--- config.mk ---
export PLATFORM = sky130hd
export DESIGN_NAME = control_sequencer
export DESIGN_NICKNAME = d
export VERILOG_FILES = /design/src/rtl/cpu_ctrl_pkg.sv /design/src/rtl/ctrl_decode.sv /design/src/rtl/control_sequencer.sv
export SDC_FILE = /design/constraint.sdc
export NUM_CORES = 1
export LEC_CHECK = 0
export CORE_MARGIN = 8
export CORE_UTILIZATION = 35
export CTS_CLUSTER_SIZE = 20
export DETAILED_ROUTE_END_ITERATION = 8
export PLACE_DENSITY = 0.89
export SYNTH_ARGS = -nofsm -noshare
export SYNTH_HDL_FRONTEND = slang
export SYNTH_SLANG_ARGS = --single-unit
--- constraint.sdc ---
create_clock -name clk -period 4.05 [get_ports clk]
set_input_delay 0.6075 -clock clk [delete_from_list [all_inputs] [get_ports clk]]
set_output_delay 0.6075 -clock clk [all_outputs]
set_load 0.005 [all_outputs]
--- src/rtl/cpu_ctrl_pkg.sv ---
// Shared constants for the hardwired control sequencer: opcodes, ALU codes,
// datapath strobe bit positions, state encoding and the decoded-instruction payload.
package cpu_ctrl_pkg;

    localparam int unsigned OPC_W   = 5;
    localparam int unsigned ALU_W   = 5;
    localparam int unsigned STATE_W = 4;
    localparam int unsigned WORD_W  = 32;

    localparam logic [OPC_W-1:0] OP_LD   = 5'b00000;
    localparam logic [OPC_W-1:0] OP_LDI  = 5'b00001;
    localparam logic [OPC_W-1:0] OP_ST   = 5'b00010;
    localparam logic [OPC_W-1:0] OP_ADD  = 5'b00011;
    localparam logic [OPC_W-1:0] OP_SUB  = 5'b00100;
    localparam logic [OPC_W-1:0] OP_AND  = 5'b01001;
    localparam logic [OPC_W-1:0] OP_OR   = 5'b01010;
    localparam logic [OPC_W-1:0] OP_ADDI = 5'b01011;
    localparam logic [OPC_W-1:0] OP_ANDI = 5'b01100;
    localparam logic [OPC_W-1:0] OP_ORI  = 5'b01101;
    localparam logic [OPC_W-1:0] OP_BR   = 5'b10011;
    localparam logic [OPC_W-1:0] OP_JR   = 5'b10100;
    localparam logic [OPC_W-1:0] OP_NOP  = 5'b11010;
    localparam logic [OPC_W-1:0] OP_HALT = 5'b11011;

    localparam logic [ALU_W-1:0] ALU_NONE  = 5'd0;
    localparam logic [ALU_W-1:0] ALU_ADD   = 5'd1;
    localparam logic [ALU_W-1:0] ALU_SUB   = 5'd2;
    localparam logic [ALU_W-1:0] ALU_AND   = 5'd3;
    localparam logic [ALU_W-1:0] ALU_OR    = 5'd4;
    localparam logic [ALU_W-1:0] ALU_INCPC = 5'd14;

    // Bit positions within the datapath enable vector
    localparam logic [4:0] EN_ZIN   = 5'd18;
    localparam logic [4:0] EN_YIN   = 5'd19;
    localparam logic [4:0] EN_PCIN  = 5'd20;
    localparam logic [4:0] EN_MDRIN = 5'd21;
    localparam logic [4:0] EN_IRIN  = 5'd24;
    localparam logic [4:0] EN_MARIN = 5'd25;
    localparam logic [4:0] EN_CONIN = 5'd27;

    // Bit positions within the one-hot bus source select
    localparam logic [4:0] BS_ZLO = 5'd19;
    localparam logic [4:0] BS_PC  = 5'd20;
    localparam logic [4:0] BS_MDR = 5'd21;
    localparam logic [4:0] BS_C   = 5'd23;

    localparam logic [STATE_W-1:0] S_RESET  = 4'd0;
    localparam logic [STATE_W-1:0] S_T0     = 4'd1;
    localparam logic [STATE_W-1:0] S_T1     = 4'd2;
    localparam logic [STATE_W-1:0] S_T2     = 4'd3;
    localparam logic [STATE_W-1:0] S_T3     = 4'd4;
    localparam logic [STATE_W-1:0] S_T4     = 4'd5;
    localparam logic [STATE_W-1:0] S_T5     = 4'd6;
    localparam logic [STATE_W-1:0] S_T6     = 4'd7;
    localparam logic [STATE_W-1:0] S_T7     = 4'd8;
    localparam logic [STATE_W-1:0] S_HALTED = 4'd9;

    typedef enum logic [3:0] {
        CLS_ALU_R,
        CLS_ALU_I,
        CLS_LDI,
        CLS_LD,
        CLS_ST,
        CLS_BR,
        CLS_JR,
        CLS_NOP,
        CLS_HALT
    } instr_class_e;

    typedef struct packed {
        instr_class_e     cls;
        logic [ALU_W-1:0] alu_op;
    } decode_t;

endpackage

--- src/rtl/ctrl_decode.sv ---
// Combinational opcode decode: instruction class plus the ALU operation used
// by its execute steps (address and branch-target arithmetic use ADD).
module ctrl_decode
    import cpu_ctrl_pkg::*;
#(
    parameter bit HALT_ON_ILLEGAL = 1'b0
) (
    input  logic [OPC_W-1:0] opcode,
    output decode_t          dec_c
);

    always_comb begin
        dec_c.cls    = HALT_ON_ILLEGAL ? CLS_HALT : CLS_NOP;
        dec_c.alu_op = ALU_NONE;
        case (opcode)
            OP_ADD:  begin dec_c.cls = CLS_ALU_R; dec_c.alu_op = ALU_ADD; end
            OP_SUB:  begin dec_c.cls = CLS_ALU_R; dec_c.alu_op = ALU_SUB; end
            OP_AND:  begin dec_c.cls = CLS_ALU_R; dec_c.alu_op = ALU_AND; end
            OP_OR:   begin dec_c.cls = CLS_ALU_R; dec_c.alu_op = ALU_OR;  end
            OP_ADDI: begin dec_c.cls = CLS_ALU_I; dec_c.alu_op = ALU_ADD; end
            OP_ANDI: begin dec_c.cls = CLS_ALU_I; dec_c.alu_op = ALU_AND; end
            OP_ORI:  begin dec_c.cls = CLS_ALU_I; dec_c.alu_op = ALU_OR;  end
            OP_LDI:  begin dec_c.cls = CLS_LDI;   dec_c.alu_op = ALU_ADD; end
            OP_LD:   begin dec_c.cls = CLS_LD;    dec_c.alu_op = ALU_ADD; end
            OP_ST:   begin dec_c.cls = CLS_ST;    dec_c.alu_op = ALU_ADD; end
            OP_BR:   begin dec_c.cls = CLS_BR;    dec_c.alu_op = ALU_ADD; end
            OP_JR:   dec_c.cls = CLS_JR;
            OP_NOP:  dec_c.cls = CLS_NOP;
            OP_HALT: dec_c.cls = CLS_HALT;
            default: ;
        endcase
    end

endmodule

--- src/rtl/control_sequencer.sv ---
// Hardwired control unit: steps the datapath through fetch (T0-T2) and the
// per-opcode execute steps, with Moore strobes decoded from the current state.
module control_sequencer
    import cpu_ctrl_pkg::*;
#(
    parameter bit HALT_ON_ILLEGAL = 1'b0
) (
    input  logic              clk,
    input  logic              clr,
    input  logic [WORD_W-1:0] ir,
    input  logic              CONFFOut,
    output logic [WORD_W-1:0] enable,
    output logic [WORD_W-1:0] busSelect,
    output logic [ALU_W-1:0]  Control_Signals,
    output logic              MD_Read,
    output logic              ReadRAM,
    output logic              WriteRAM,
    output logic              Gra,
    output logic              Grb,
    output logic              Grc,
    output logic              Rin,
    output logic              Rout,
    output logic              BAout,
    output logic              run
);

    logic [STATE_W-1:0] state;
    logic [STATE_W-1:0] next_state;
    logic [OPC_W-1:0]   opcode_c;
    decode_t            dec_c;
    logic               ir_unused_c;

    assign opcode_c = ir[31:27];
    // Register-field and constant bits are consumed by the datapath's select-and-encode
    assign ir_unused_c = ^ir[26:0];

    ctrl_decode #(
        .HALT_ON_ILLEGAL (HALT_ON_ILLEGAL)
    ) u_decode (
        .opcode (opcode_c),
        .dec_c  (dec_c)
    );

    always_ff @(posedge clk or posedge clr) begin
        if (clr) begin
            state <= S_RESET;
        end else begin
            state <= next_state;
        end
    end

    always_comb begin
        next_state = state;
        case (state)
            S_RESET: next_state = S_T0;
            S_T0:    next_state = S_T1;
            S_T1:    next_state = S_T2;
            S_T2:    next_state = S_T3;
            S_T3: begin
                if (dec_c.cls == CLS_HALT) begin
                    next_state = S_HALTED;
                end else if (dec_c.cls inside {CLS_JR, CLS_NOP}) begin
                    next_state = S_T0;
                end else begin
                    next_state = S_T4;
                end
            end
            S_T4:    next_state = S_T5;
            S_T5:    next_state = (dec_c.cls inside {CLS_LD, CLS_ST, CLS_BR}) ? S_T6 : S_T0;
            S_T6:    next_state = (dec_c.cls inside {CLS_LD, CLS_ST}) ? S_T7 : S_T0;
            S_T7:    next_state = S_T0;
            S_HALTED: next_state = S_HALTED;
            default: next_state = S_RESET;
        endcase
    end

    // Strobe decode; RESET, HALTED and unused encodings leave everything low
    always_comb begin
        enable          = '0;
        busSelect       = '0;
        Control_Signals = ALU_NONE;
        MD_Read         = 1'b0;
        ReadRAM         = 1'b0;
        WriteRAM        = 1'b0;
        Gra             = 1'b0;
        Grb             = 1'b0;
        Grc             = 1'b0;
        Rin             = 1'b0;
        Rout            = 1'b0;
        BAout           = 1'b0;
        run             = 1'b1;
        case (state)
            S_T0: begin
                busSelect[BS_PC]  = 1'b1;
                enable[EN_MARIN]  = 1'b1;
                Control_Signals   = ALU_INCPC;
                enable[EN_ZIN]    = 1'b1;
            end
            S_T1: begin
                busSelect[BS_ZLO] = 1'b1;
                enable[EN_PCIN]   = 1'b1;
                ReadRAM           = 1'b1;
                MD_Read           = 1'b1;
                enable[EN_MDRIN]  = 1'b1;
            end
            S_T2: begin
                busSelect[BS_MDR] = 1'b1;
                enable[EN_IRIN]   = 1'b1;
            end
            S_T3: begin
                case (dec_c.cls)
                    CLS_ALU_R, CLS_ALU_I: begin
                        Grb = 1'b1; Rout = 1'b1; enable[EN_YIN] = 1'b1;
                    end
                    CLS_LDI, CLS_LD, CLS_ST: begin
                        Grb = 1'b1; BAout = 1'b1; enable[EN_YIN] = 1'b1;
                    end
                    CLS_BR: begin
                        Gra = 1'b1; Rout = 1'b1; enable[EN_CONIN] = 1'b1;
                    end
                    CLS_JR: begin
                        Gra = 1'b1; Rout = 1'b1; enable[EN_PCIN] = 1'b1;
                    end
                    default: ;
                endcase
            end
            S_T4: begin
                case (dec_c.cls)
                    CLS_ALU_R: begin
                        Grc = 1'b1; Rout = 1'b1;
                        Control_Signals = dec_c.alu_op; enable[EN_ZIN] = 1'b1;
                    end
                    CLS_ALU_I, CLS_LDI, CLS_LD, CLS_ST: begin
                        busSelect[BS_C] = 1'b1;
                        Control_Signals = dec_c.alu_op; enable[EN_ZIN] = 1'b1;
                    end
                    CLS_BR: begin
                        busSelect[BS_PC] = 1'b1; enable[EN_YIN] = 1'b1;
                    end
                    default: ;
                endcase
            end
            S_T5: begin
                case (dec_c.cls)
                    CLS_ALU_R, CLS_ALU_I, CLS_LDI: begin
                        busSelect[BS_ZLO] = 1'b1; Gra = 1'b1; Rin = 1'b1;
                    end
                    CLS_LD, CLS_ST: begin
                        busSelect[BS_ZLO] = 1'b1; enable[EN_MARIN] = 1'b1;
                    end
                    CLS_BR: begin
                        busSelect[BS_C] = 1'b1;
                        Control_Signals = dec_c.alu_op; enable[EN_ZIN] = 1'b1;
                    end
                    default: ;
                endcase
            end
            S_T6: begin
                case (dec_c.cls)
                    CLS_LD: begin
                        ReadRAM = 1'b1; MD_Read = 1'b1; enable[EN_MDRIN] = 1'b1;
                    end
                    CLS_ST: begin
                        Gra = 1'b1; Rout = 1'b1; enable[EN_MDRIN] = 1'b1;
                    end
                    CLS_BR: begin
                        // Target is always on the bus; the condition only gates the PC load
                        busSelect[BS_ZLO] = 1'b1; enable[EN_PCIN] = CONFFOut;
                    end
                    default: ;
                endcase
            end
            S_T7: begin
                case (dec_c.cls)
                    CLS_LD: begin
                        busSelect[BS_MDR] = 1'b1; Gra = 1'b1; Rin = 1'b1;
                    end
                    CLS_ST:  WriteRAM = 1'b1;
                    default: ;
                endcase
            end
            default: run = 1'b0;
        endcase
    end

endmodule

Word-level counts from Yosys, hierarchy flattened:

Cells that the tools add are included.

* flip-flop bits (word level): 4
* input bits: 35
* output and inout bits: 79
* logic and storage cells: 93

* eq/ne operators: 29
* multiplexer cells: 43
* reduce and logical (&&, ||, !) cells: 20

Operator list (number)
* 4-bit one-hot mux with 9 select lines: 1
* 4-bit by 3-bit == test with 1-bit output (second input constant): 8
* 4-bit one-hot mux with 8 select lines: 1
* 5-bit by 4-bit == test with 1-bit output (second input constant): 5
* 1-bit two-way mux: 20
* 4-bit by 2-bit == test with 1-bit output (second input constant): 4
* 1-bit one-hot mux with 2 select lines: 8
* 5-bit == test (second input constant): 3
* 5-bit one-hot mux with 3 select lines: 1
* 4-bit == test (second input constant): 3
* 1-bit one-hot mux with 3 select lines: 4
* 3-bit one-hot mux with 4 select lines: 1
* 4-bit OR reduction: 3
* 5-bit by 2-bit == test with 1-bit output (second input constant): 2
* 5-bit two-way mux: 2
* 2-bit OR reduction: 5
* 3-bit OR reduction: 3
* 4-bit by 1-bit == test with 1-bit output (second input constant): 2
* 4-bit zero test: 2
* 4-bit two-way mux: 2
* 8-bit OR reduction: 1
* 3-bit two-way mux: 2
* 6-bit OR reduction: 1
* 5-bit by 1-bit == test with 1-bit output (second input constant): 1
* 6 further kinds: 7

Depth between registers and ports, before layout:

Gate-level depths: netlist of the first run.

* depth in word-level cells: 8
* mapped depth: 6
* depth with buffers taken out: 4

Cells and area by module:

Synthesis of the first run repeated with hierarchy kept, for this count alone.

* cells, all modules: 214
* area total of the unflattened synthesis: 1506.4 um2

By module, submodules not included
* control_sequencer: instances 1, cells each 178, area an instance 1246.2 um2, seq. area each 100.1 um2
* ctrl_decode: instances 1, cells each 36, area an instance 260.2 um2, seq. area each 0.0 um2

Least setup slack after synthesis of the first run:

No wires, ideal clock.

* path kind: in2out
* start point: input port ir[30]
* end point: output port ReadRAM
* data arrival time: 1.649 ns
* required time: 3.442 ns
* slack: 1.793 ns
* cell stages on the path: 6
* buffers on the path: 2
* cell sequence: buf_4 -> or3_1 -> nor3_2 -> a21oi_1 -> nor2_1 -> buf_4

* cells in the longest elaborated chain, start to end: 6
* elaborated cells on any way between the ends: 19
* classes of those cells: eq/ne (13); mux (3); reduce/logical (3)

RTL lines
* start, declared: RTL line control_sequencer.sv:10 `input logic [WORD_W-1:0] ir,`
* 5-bit by 2-bit == test with 1-bit output (tied with other cells): RTL line ctrl_decode.sv:15 `case (opcode)`
* 4-bit OR reduction (no source line) or 3-bit OR reduction (tied branches)
* 4-bit one-hot mux with 8 select lines *: RTL line ctrl_decode.sv:15
* 4-bit by 2-bit == test with 1-bit output *
* 1-bit two-way mux *
* 1-bit one-hot mux with 2 select lines *
* end, declared: RTL line control_sequencer.sv:16 `output logic ReadRAM,`

Mark *: on every way between the ends. The rest lies on a longest branch, timed or not.

Worst setup path after layout of the first run:

* start point: input port ir[31]
* end point: output port Control_Signals[0]

* cells in the longest elaborated chain, start to end: 7
* elaborated cells on any way between the ends: 30
* classes of those cells: eq/ne (17); mux (5); reduce/logical (8)

RTL lines
* 5-bit by 2-bit == test with 1-bit output (tied with other cells): RTL line ctrl_decode.sv:15
* 4-bit OR reduction (no source line) or 3-bit OR reduction (tied branches)
* 4-bit one-hot mux with 8 select lines: RTL line ctrl_decode.sv:15
* 4-bit by 2-bit == test with 1-bit output (tied with other cells): RTL line control_sequencer.sv:128 `case (dec_c.cls)`
* 5-bit OR reduction (no source line)
* 5-bit two-way mux: RTL line control_sequencer.sv:128
* 5-bit one-hot mux with 3 select lines *: RTL line control_sequencer.sv:92 `case (state)`
* end, declared: RTL line control_sequencer.sv:14 `output logic [ALU_W-1:0] Control_Signals,`

Marks and branches as above.

==> metrics.md, run 1 <==
| Metric | Value |
|---|---|
| IO buf count | 32 |
| Count leader, synth | buf_4 |
| Clk buf depth | 2 |
| Dpl hpwl | 2860 um |
| Complex-gate fraction of the synthesized area | 0.209 |
| Synth Flop Type | dfrtp_1 |
| Post-synthesis adder-cell area fraction | 0 |
| Clk_skew | 0.00387 ns |
| Clk pin slew, worst setup/hold paths | 0.03 ns |
| Least-Margin Pin Slew | 0.749 ns |
| Critical Path Fanout Max | 13 |
| Buffers & Inverters on Critical Path | 2 |
| Leak | 0.000646 uW |
| Row count | 22 |
| Vias in the first global route | 1259 |
| Core Util, Final | 0.416 |
| Vias | 1294 |
| Syn Area/Cell | 6.72 um2 |
| Sequential share of the synthesized area | 0.0741 |
| Clk pwr share | 0.133 |
| DR WL met3 | 390 um |
| CTS H-Tree Depth | 1 |
| Setup WS pre-CTS | 0.565 ns |
| Layout cell share with drive strength beyond 1 | 0.0796 |
| Largest regs | state: 4 flops |
| Clock Tree Root | clkbuf_8 |
| Final slew viol count | 0 |
| CP Cell Sequence | clkdlybuf4s50_1 -> nor4b_4 -> nand2_1 -> a221oi_2 -> clkdlybuf4s50_1 |
| XOR/XNOR share of the synthesized area | 0.0195 |
| Clk_lat worst skew | 0.22 ns |
| Max layer used | met4 |
| Die ar. | 6100 um2 |
| Critical path's top delay family | buffers and inverters |
| Largest net degree at the start of global routing | 21 |
| Slowest cell on crit path | clkdlybuf4s50_1 |
| Met1 Wirelength | 1390 um |
| Comb power frac | 0.675 |
| Post-cts resize count | 0 |
| # nets final | 263 |
| Main combinational cell family by area after synthesis | buffers and inverters |
| Tmin final | 3.48 ns |
| Max IR drop VDD | 0.335 mV |
| Antenna Nets Post-Route | 0 |
| Synth Instances | 201 |
| Mapped cell area | 1350 um2 |
| Initial antenna violation count | 0 |
| CTS Sinks | 4 |
| Final setup viols | 0 |
| Crit Path Class | primary input to primary output |
| Post-Synth Simple-Gate Area | 0.323 |
| Hold-fix buffers at CTS | 0 |
| Met2 wire length | 1780 um |
| Wire length per cell | 13.2 um |
| TritonCTS clock tree | built |
| Starting Density | 0.366 |
| Warnings, synthesis | 0 |
| Commonest cells in the netlist | buf_4, nor2_1, a21oi_1, nand2_1, nand2b_1 |
| Global-route wire length before repair | 5680 um |
| CP most frequent cell | clkdlybuf4s50_1 |
| Gr usage total | 0.108 |
| Power, Total | 632 uW |
| DRC | 0 |
| Syn-to-layout area delta | 13.6% |
| Worst setup margin | 0.569 ns |
| Number of CTS-inserted buffers | 3 |
| Area contributors post-synth | buf_4, dfrtp_1, nor2_1 |
| Fin. Hold Viols | 0 |
| Synth top area share | 0.311 |
| Die Span Y | 78.1 um |
| Relative slew slack | 0.497 |
| Arrival time worst endpoint | 2.87 ns |
| Final Cycle Share | 0.859 |
| Die width | 78.1 um |
| Flops & latches, synth | 4 |
| Worst setup EP type | primary output |
| Max FFs per register | 4 |
| Vias per cell | 4.72 |
| CP required | 3.44 ns |
| Ports | 114 |
| Async SR Flop Fraction | 1.00 |
| Layout fillers | 395 |
| Type of the tightest min-delay check | primary input to async pin |
| Sw Share | 0.461 |
| Post-CTS setup buffers | 0 |
| TNS Setup | 0 ns |
| Fmax | 0.287 GHz |
| Largest Register | state |
| N_diodes | 0 |
| Synth cell types | 45 |
| Mux cell area share after synthesis | 0 |
| Pint | 341 uW |
| Pre-Repair DR Iteration Count | 4 |
| RSZ-0062 raised after global routing | false |
| GPL Wtd Cong | 0.857 |
| Pwr/cell area | 412 nW/um2 |
| NetSw | 291 uW |
| Largest area contributor in the netlist | buf_4 |
| Grt total ovfl | 0 |
| Final WL | 3610 um |
| Post-synth EDFFs | 0 |
| Sequential power share | 0.192 |
| Status | finished clean |
| Initial DRC count | 48 |
| Max-Cap Viols | 0 |
| Worst Setup Start Kind | primary input |
| CP max stage delay | 0.75 ns |
| Area of the core | 3690 um2 |
through the flow:
step / hold slack, ns / instance area (um2) / cells
final: 0.566 / 1530 / 274
after global routing: 0.594 / 1530 / 274
after CTS: 0.573 / 1530 / 274
after detailed placement: 0.702 / 1490 / 271
after global placement: 0.706 / 1490 / 271
after floorplan: 0.374 / 1550 / 254
kinds of logic after synthesis:
kind of cell | count (synthesis)
simple gates | 77
buf+inv | 73
compound gates | 43
flops | 4
xor+xnor | 3
other cells | 1
worst paths after layout:
path                       slack, ns  cells past startpoint                from                  to
setup / recovery                0.57                      5              ir[31]  Control_Signals[0]
hold reg to reg                 0.73                      1  state[3]$_DFF_PP0_  state[1]$_DFF_PP0_
setup reg to reg                2.23                      4  state[2]$_DFF_PP0_  state[2]$_DFF_PP0_
min in group clk                0.73                      1  state[3]$_DFF_PP0_  state[1]$_DFF_PP0_
max in group asynchronous       3.34                      2                 clr  state[3]$_DFF_PP0_
hold / removal                  0.57                      2                 clr  state[0]$_DFF_PP0_
layout by cell type, fill, tap and decap left out, types with 2 or more instances in the layout:
cell             synthesis  layout
nand3b_1                 3       3
nor3_1                   3       3
inv_1                    3       3
nor4b_1                  3       3
a221oi_2                 2       2
o21ai_0                  6       6
nor2b_1                  7       7
nand2_1                 13      13
buf_4                   56       7
nor2_1                  18      18
a31oi_1                  4       4
a211oi_1                 2       2
and3_1                   2       2
nand4_1                  2       2
xnor2_1                  2       2
clkbuf_8                 0       3
and2_1                   2       2
a21oi_1                 13      13
or3_1                    2       2
nand2b_1                 8       8
nand3_1                  7       7
clkdlybuf4s50_1          0      32
o211ai_1                 2       2
dfrtp_1                  4       4
o21ai_1                  2       2
conb_1                   1      54
o22ai_1                  4       4
layer usage:
metal	vias to the layer above	GRT usage
li1	635	-
met1	574	0.123
met2	79	0.192
met3	6	0.0251
met4	0	0.0352
met5	-	0
power by group through the flow:
stage / clock [uW] / sequential [uW] / combinational [uW]
2_1_floorplan: 0 / 68.3 / 325
3_3_place_gp: 0 / 115 / 415
3_5_place_dp: 0 / 118 / 423
4_1_cts: 84.5 / 118 / 426
5_1_grt: 87.3 / 127 / 470
6_report: 84.2 / 121 / 426
area by class of cell:
type	count	area, um2	area share
clock buffer	3	41.3	0.0269
multi-input combinational	177	948	0.618
sequential	4	100	0.0653
tap	48	60.1	0.0392
timing repair buffer	39	373	0.243
inverter	3	11.3	0.00734
Note: power is estimated with default switching activity, not from simulation.
==> run 2, diff against run 1 <==
- CTS_CLUSTER_DIAMETER: default -> 30
- PLACE_DENSITY: 0.89 -> 0.94
==> metrics.md, run 2 (synthesis results as in run 1) <==
| Metric | Value |
|---|---|
| Largest net degree at the start of global routing | 19 |
| Fmax | 0.273 GHz |
| Clock Tree Root | clkbuf_8 |
| Sequential power share | 0.191 |
| Crit Path Class | primary input to primary output |
| Max IR drop VDD | 0.313 mV |
| Pint | 340 uW |
| Clk pin slew, worst setup/hold paths | 0.03 ns |
| Power, Total | 636 uW |
| Die ar. | 6100 um2 |
| # nets final | 263 |
| Pwr/cell area | 415 nW/um2 |
| Max-Cap Viols | 0 |
| Layout fillers | 379 |
| N_diodes | 0 |
| Max FFs per register | 4 |
| Global-route wire length before repair | 5730 um |
| Antenna Nets Post-Route | 0 |
| NetSw | 296 uW |
| CP required | 3.44 ns |
| Arrival time worst endpoint | 3.06 ns |
| Clk pwr share | 0.128 |
| Worst Setup Start Kind | primary input |
| Relative slew slack | 0.535 |
| Final Cycle Share | 0.906 |
| Vias | 1345 |
| Dpl hpwl | 2980 um |
| GPL Wtd Cong | 0.923 |
| Slowest cell on crit path | clkdlybuf4s50_1 |
| RSZ-0062 raised after global routing | false |
| Clk_lat worst skew | 0.21 ns |
| CP most frequent cell | clkdlybuf4s50_1 |
| Least-Margin Pin Slew | 0.693 ns |
| Final setup viols | 0 |
| CTS Sinks | 4 |
| Row count | 22 |
| Type of the tightest min-delay check | primary input to async pin |
| Largest regs | state: 4 flops |
| TritonCTS clock tree | built |
| Final slew viol count | 0 |
| TNS Setup | 0 ns |
| Post-cts resize count | 0 |
| Area of the core | 3690 um2 |
| Post-CTS setup buffers | 0 |
| Initial antenna violation count | 0 |
| Clk_skew | 0.00253 ns |
| Clk buf depth | 2 |
| Starting Density | 0.366 |
| Vias per cell | 4.91 |
| Ports | 114 |
| CP Cell Sequence | clkdlybuf4s50_1 -> nand2_4 -> nor4b_4 -> nand2_1 -> a221oi_2 -> clkdlybuf4s50_1 |
| Wire length per cell | 13.4 um |
| Commonest non-fill, non-tap cell in the layout | conb_1 |
| Vias in the first global route | 1256 |
| Most frequent cells in the layout | conb_1, clkdlybuf4s50_1, nor2_1 |
| Final WL | 3680 um |
| Die width | 78.1 um |
| CTS H-Tree Depth | 1 |
| Leak | 0.000646 uW |
| Hold-fix buffers at CTS | 0 |
| Largest Register | state |
| Die Span Y | 78.1 um |
| Layout cell share with drive strength beyond 1 | 0.0796 |
| Sw Share | 0.465 |
| Initial DRC count | 72 |
| Worst setup EP type | primary output |
| Fin. Hold Viols | 0 |
| Pre-Repair DR Iteration Count | 4 |
| Grt total ovfl | 0 |
| Tmin final | 3.67 ns |
| Critical Path Fanout Max | 13 |
| IO buf count | 32 |
| Number of CTS-inserted buffers | 3 |
| Syn-to-layout area delta | 13.6% |
| CP max stage delay | 0.78 ns |
| Comb power frac | 0.680 |
| Gr usage total | 0.108 |
| Status | finished clean |
| DRC | 0 |
-- run 2: cell counts in the layout (fill, tap and decap cells not counted) --
Identical to the previous run, type by type.
-- run 2: final cells by class --
type | count | area, um2 | area share
multi-input cells | 177 | 948 | 0.618
flip-flops and latches | 4 | 100 | 0.0653
clock buffers | 3 | 41.3 | 0.0269
repair buffers | 39 | 373 | 0.243
inverters | 3 | 11.3 | 0.00734
well taps | 48 | 60.1 | 0.0392
-- run 2: power groups by stage --
stage               Clock (uW)  Combinational [uW]  Sequential (uW)
finish                    81.7                 433              122
detailed placement           0                 427              117
global placement             0                 415              115
global route              84.9                 473              125
CTS                       83.5                 429              116
floorplan                    0                 325             68.3
-- run 2: layer usage --
layer	GRT usage	wire length [um]
met4	0.0315	42
met1	0.127	1400
met3	0.0262	336
met5	0	0
met2	0.188	1890
-- run 2: path summary, 6_finish.rpt --
check / start / end / slack, ns / depth (start not counted)
max: ir[28] / Control_Signals[0] / 0.38 / 6
min: clr / state[2]$_DFF_PP0_ / 0.60 / 2
max reg2reg: state[3]$_DFF_PP0_ / state[2]$_DFF_PP0_ / 2.25 / 4
min reg2reg: state[3]$_DFF_PP0_ / state[1]$_DFF_PP0_ / 0.72 / 1
max in group asynchronous: clr / state[0]$_DFF_PP0_ / 3.31 / 2
min in group clk: state[3]$_DFF_PP0_ / state[1]$_DFF_PP0_ / 0.72 / 1
-- run 2: metrics by stage --
step | cells | util | setup WS (ns) | hold WS, ns | area [um2]
4_1_cts | 274 | 0.416 | 0.411 | 0.601 | 1530
5_1_grt | 274 | 0.416 | 0.239 | 0.622 | 1530
3_3_place_gp | 271 | 0.405 | 0.507 | 0.693 | 1490
3_5_place_dp | 271 | 0.405 | 0.420 | 0.706 | 1490
2_1_floorplan | 254 | - | 1.79 | 0.374 | 1550
6_report | 274 | 0.416 | 0.383 | 0.599 | 1530
-- run 2: worst max-delay path, delay by kind of cell --
| family | cells | cell delay, ns |
|---|---|---|
| buf+inv | 2 | 1.34 |
| compound gates | 1 | 0.32 |
| simple gates | 3 | 0.78 |
